$ cat src/rtl/muldiv_cmd_seq.sv
// muldiv_cmd_seq: debounced push-button entry of A, B and function code for the HI/LO muldiv core.
// Optional MULDIV_CMD_DIVZERO_GUARD_EN suppresses divide issue when b==0 and raises sticky err.
module muldiv_cmd_seq #(
  parameter int N          = 3,
  parameter int DEB_CYCLES = 16
) (
  input  logic         clk,
  input  logic         rst_n,
  input  logic         btn_raw,
  input  logic [N-1:0] sw_val,
  input  logic [3:0]   sw_f,
  output logic [N-1:0] a,
  output logic [N-1:0] b,
  output logic [3:0]   f,
  output logic         issue,
  output logic [1:0]   step,
  output logic         err
);
  localparam int CW = (DEB_CYCLES > 2) ? $clog2(DEB_CYCLES) : 1;
  localparam logic [CW-1:0] LAST = CW'(DEB_CYCLES - 1);
  localparam logic [1:0] S_A = 2'd0, S_B = 2'd1, S_F = 2'd2, S_ISSUE = 2'd3;
  logic          sync1_q, sync2_q, stable_q, stable_d, press, fire, blocked;
  logic [CW-1:0] cnt_q, cnt_d;
  logic [1:0]    state_q, state_d;
  logic [N-1:0]  a_q, a_d, b_q, b_d;
  logic [3:0]    f_q, f_d, view_q, view_d;
  logic          err_q, err_d;
  always_comb begin
    stable_d = (sync2_q != stable_q && cnt_q == LAST) ? sync2_q : stable_q;
    cnt_d    = (sync2_q == stable_q || cnt_q == LAST) ? '0 : cnt_q + 1'b1;
    press    = stable_d & ~stable_q;
  end
  always_comb begin
    fire    = state_q == S_ISSUE;
`ifdef MULDIV_CMD_DIVZERO_GUARD_EN
    blocked = fire && f_q == 4'b1010 && b_q == '0;
    err_d   = blocked | (err_q & ~issue);
`else
    blocked = 1'b0;
    err_d   = 1'b0;
`endif
    issue   = fire & ~blocked;
    state_d = fire ? S_A : (press ? state_q + 2'd1 : state_q);
    a_d     = (press && state_q == S_A) ? sw_val : a_q;
    b_d     = (press && state_q == S_B) ? sw_val : b_q;
    f_d     = (press && state_q == S_F) ? sw_f : f_q;
    // Only non-writing codes are safe to leave on the F bus while idle.
    view_d  = (issue && (f_q == 4'b0000 || f_q == 4'b0010)) ? f_q : view_q;
    f       = issue ? f_q : view_q;
  end
  always_ff @(posedge clk or negedge rst_n) begin
    if (!rst_n) begin
      sync1_q  <= 1'b0;
      sync2_q  <= 1'b0;
      stable_q <= 1'b0;
      cnt_q    <= '0;
      state_q  <= S_A;
      a_q      <= '0;
      b_q      <= '0;
      f_q      <= 4'b0000;
      view_q   <= 4'b0000;
      err_q    <= 1'b0;
    end else begin
      sync1_q  <= btn_raw;
      sync2_q  <= sync1_q;
      stable_q <= stable_d;
      cnt_q    <= cnt_d;
      state_q  <= state_d;
      a_q      <= a_d;
      b_q      <= b_d;
      f_q      <= f_d;
      view_q   <= view_d;
      err_q    <= err_d;
    end
  end
  assign a    = a_q;
  assign b    = b_q;
  assign step = state_q;
  assign err  = err_q;
endmodule

$ cat config.mk
export PLATFORM = sky130hd
export DESIGN_NAME = muldiv_cmd_seq
export DESIGN_NICKNAME = d
export VERILOG_FILES = /design/src/rtl/muldiv_cmd_seq.sv
export SDC_FILE = /design/constraint.sdc
export NUM_CORES = 1
export LEC_CHECK = 0
export BUFFER_PORTS_ARGS = -buffer_cell sky130_fd_sc_hd__buf_4
export CAP_MARGIN = 25
export CELL_PAD_IN_SITES_DETAIL_PLACEMENT = 0
export CELL_PAD_IN_SITES_GLOBAL_PLACEMENT = 1
export CORE_MARGIN = 5
export CORE_UTILIZATION = 42
export DETAILED_ROUTE_END_ITERATION = 7
export GPL_TIMING_DRIVEN = 0
export PLACE_DENSITY_LB_ADDON = 0.2
export SLEW_MARGIN = 15
export SYNTH_ARGS = -nofsm -noshare
export SYNTH_HDL_FRONTEND = slang
export SYNTH_SLANG_ARGS = --single-unit
$ cat constraint.sdc
create_clock -name clk -period 1.9 [get_ports clk]
set_input_delay 0 -clock clk [delete_from_list [all_inputs] [get_ports clk]]
set_output_delay 0 -clock clk [all_outputs]
set_load 0.1 [all_outputs]
==> results.yml <==
final_layout:
  stdcell_count: 141
  layout.nets: 127
  area_growth_syn_to_layout_pct: 32.3
  n_antenna_cell: 0
  fillers: 212
  drive_gt1_share_pct: 46.8
worst_hold_path:
  min_path_type: "input pin to asynchronous set/reset pin"
pwr:
  power.leakage_nw: 0.703
  p_per_area_mw_per_mm2: 557
  total_power_w: 0.000788
  ir_worst_vdd_mv: 0.481
die:
  fp.dieW_um: 60.4
  start_util_pct: 43.5
  ios: 24
  die_h_um: 60.4
  die_area_mm2: 0.00365
  rows: 18
  coreArea_mm2: 0.00245
synthesis:
  yosysMostFrequentCell: "dfrtp_1"
  syn-num-nets: 91
  yosys-top-cells-area: "dfrtp_1, mux2_2, ha_1, nor3_4, nor4b_4"
  synthFlopType: "dfrtp_1"
  ys_async_sr_fraction_pct: 100
  syn-cell-area_mm2: 0.00107
  synth_seq_cells: 23
  synth_edf_count: 0
  seq_area_frac_synth_pct: 53.9
  yosysTopAreaCellShare_pct: 53.9
  ys_types: 22
  syn_inst: 76
  syn_avg_cell_area_um2: 14.1
  synth_top_cell_by_area: "dfrtp_1"
  synth_warnings: 0
  synth_common_cells: "dfrtp_1, mux2_2, inv_1, ha_1, nor2_1"
setup_path:
  crit_path_cell_trace: "ha_4, buf_6, mux2_2, buf_4"
  startpoint_type: "flip-flop"
  cpMaxStageDelayCell: "dfrtp_4"
  critPathKind: "flip-flop to output pin"
  crit_arrival_ns: 1.64
  cp_top_family: "flip-flops"
  critPathMaxStageDelay_ns: 0.53
  cp_num_buf_inv: 2
  cp_max_fo: 7
  end_kind: "output pin"
  critPathRequiredTime_ns: 1.90
timing:
  grt_setup_unrepaired: "no"
  fmax_mhz: 610
  final-setup-viol-count: 0
  finalCritPeriodShare_pct: 86.3
  report.final.slew_viol_count: 0
  skew_ns: 0.00229
  tns_ns: 0
  finalHoldViolations: 0
  min_period_ns: 1.64
clock_network:
  clk_pin_slew_ns: 0.12
  cts_buffers: 3
  clock_latency_ns: 0.30
  post_cts_buffers: 0
  cts.sinks: 23
  cts_root_buf: "clkbuf_4"
  htree_levels: 1
  tritoncts: "done"
  clk_path_buf_depth: 2
detailed_routing:
  drtPass1Iterations: 2
  drc: 0
  postRouteAntennaNets: 0
  wl_per_cell_um: 12.6
  routed_wl_um: 1770
  avgViaCountPerCell: 4.65
  num_vias: 656
  initialDrtViolationCount: 6
grt:
  grt_pass1_wl_um: 3200
  grt_usage_pct: 11.6
  overflow: 0
  antenna_found_initial: 0
  grt_pass1_vias: 738
  grt_max_degree: 24
job:
  maxCapViolations: 0
run_status:
  status: "finished, final reports clean"
placed_design:
  port_buffers: 22
  gp_congestion: 0.649
  hpwl_um: 1310
  numPlacedInstances: 128
==> kinds of logic after synthesis <==
| group | after synthesis | synth area share [%] |
|---|---|---|
| AO/OA/AOI/OAI | 3 | 1.64 |
| XOR/XNOR | 3 | 2.46 |
| adder cells (fa/ha/maj) | 5 | 5.85 |
| AND/OR/NAND/NOR | 16 | 14.6 |
| flip-flops | 23 | 53.9 |
| multiplexers | 17 | 17.9 |
| other | 1 | 0.351 |
| buffers and inverters | 8 | 3.28 |
==> through the flow <==
step | setup WS (ns) | instance area [um2] | hold slack [ns] | utilization [%]
2_1_floorplan | 0.00260 | 1090 | -0.296 | -
3_3_place_gp | 0.334 | 1300 | -0.0924 | 52.9
3_5_place_dp | 0.327 | 1300 | -0.0903 | 52.9
4_1_cts | 0.242 | 1410 | 0.110 | 57.6
5_1_grt | 0.188 | 1410 | 0.145 | 57.6
6_report | 0.261 | 1410 | 0.118 | 57.6
==> power by group <==
group / switching (W) / internal (W) / total, W
Clock: 0.000137 / 0.0000817 / 0.000219
Combinational: 0.0000332 / 0.0000325 / 0.0000657
Sequential: 0.00000657 / 0.000497 / 0.000503
==> per-layer routing <==
layer / share of wire [%] / wire length (um) / up-vias / global-route usage, %
met5: 0 / 0 / - / 0
met4: 0 / 0 / 0 / 3.72
met3: 3.8 / 68 / 0 / 1.91
met2: 50 / 889 / 12 / 19.3
met1: 46 / 811 / 319 / 15.7
li1: - / - / 325 / -
==> registers in the layout, summed over array words and instances, names as in the netlist <==
register	cells
b	3
a	3
cnt_q	4
f_q	4
step	2
view_q	4
sync1_q	1
stable_q	1
sync2_q	1
==> repair_timing <==
item / CTS / global route
hold endpoints to repair: 34 / 0
hold buffers: 9 / 0
resized for setup: 0 / 0
==> cells in the final DEF, fill, tap and decap left out, types with 2 or more instances in the layout <==
cell type / Yosys / layout
buf_4: 1 / 23
clkbuf_4: 0 / 3
dfrtp_1: 23 / 21
dfrtp_4: 0 / 2
dlygate4sd3_1: 0 / 9
ha_1: 5 / 4
inv_1: 6 / 6
mux2_2: 16 / 16
nor2_1: 4 / 4
nor2b_1: 3 / 3
nor3_4: 3 / 3
xnor2_1: 2 / 2
==> path summary, 6_finish.rpt <==
| path | startpoint | to | slack (ns) | depth (start not counted) |
|---|---|---|---|---|
| max | step[1] | f[3] | 0.26 | 4 |
| min | rst_n | f_q[1] | 0.12 | 2 |
| max reg2reg | step[0] | f_q[2] | 0.32 | 5 |
| min reg2reg | sync1_q | sync2_q | 0.37 | 0 |
| max in group asynchronous | rst_n | step[1] | 1.53 | 2 |
| min in group clk | btn_raw | sync1_q | 0.35 | 2 |
==> cell type report <==
cell class,instances,area (um2),share of cell area (%)
tap,30,37.5,2.65
clock buffer,4,26.3,1.86
inverter,6,22.5,1.59
buffer,2,18.8,1.33
multi-input combinational,45,470,33.3
timing repair buffer,31,255,18.1
sequential,23,583,41.2
Note: power is estimated with default switching activity, not from simulation.
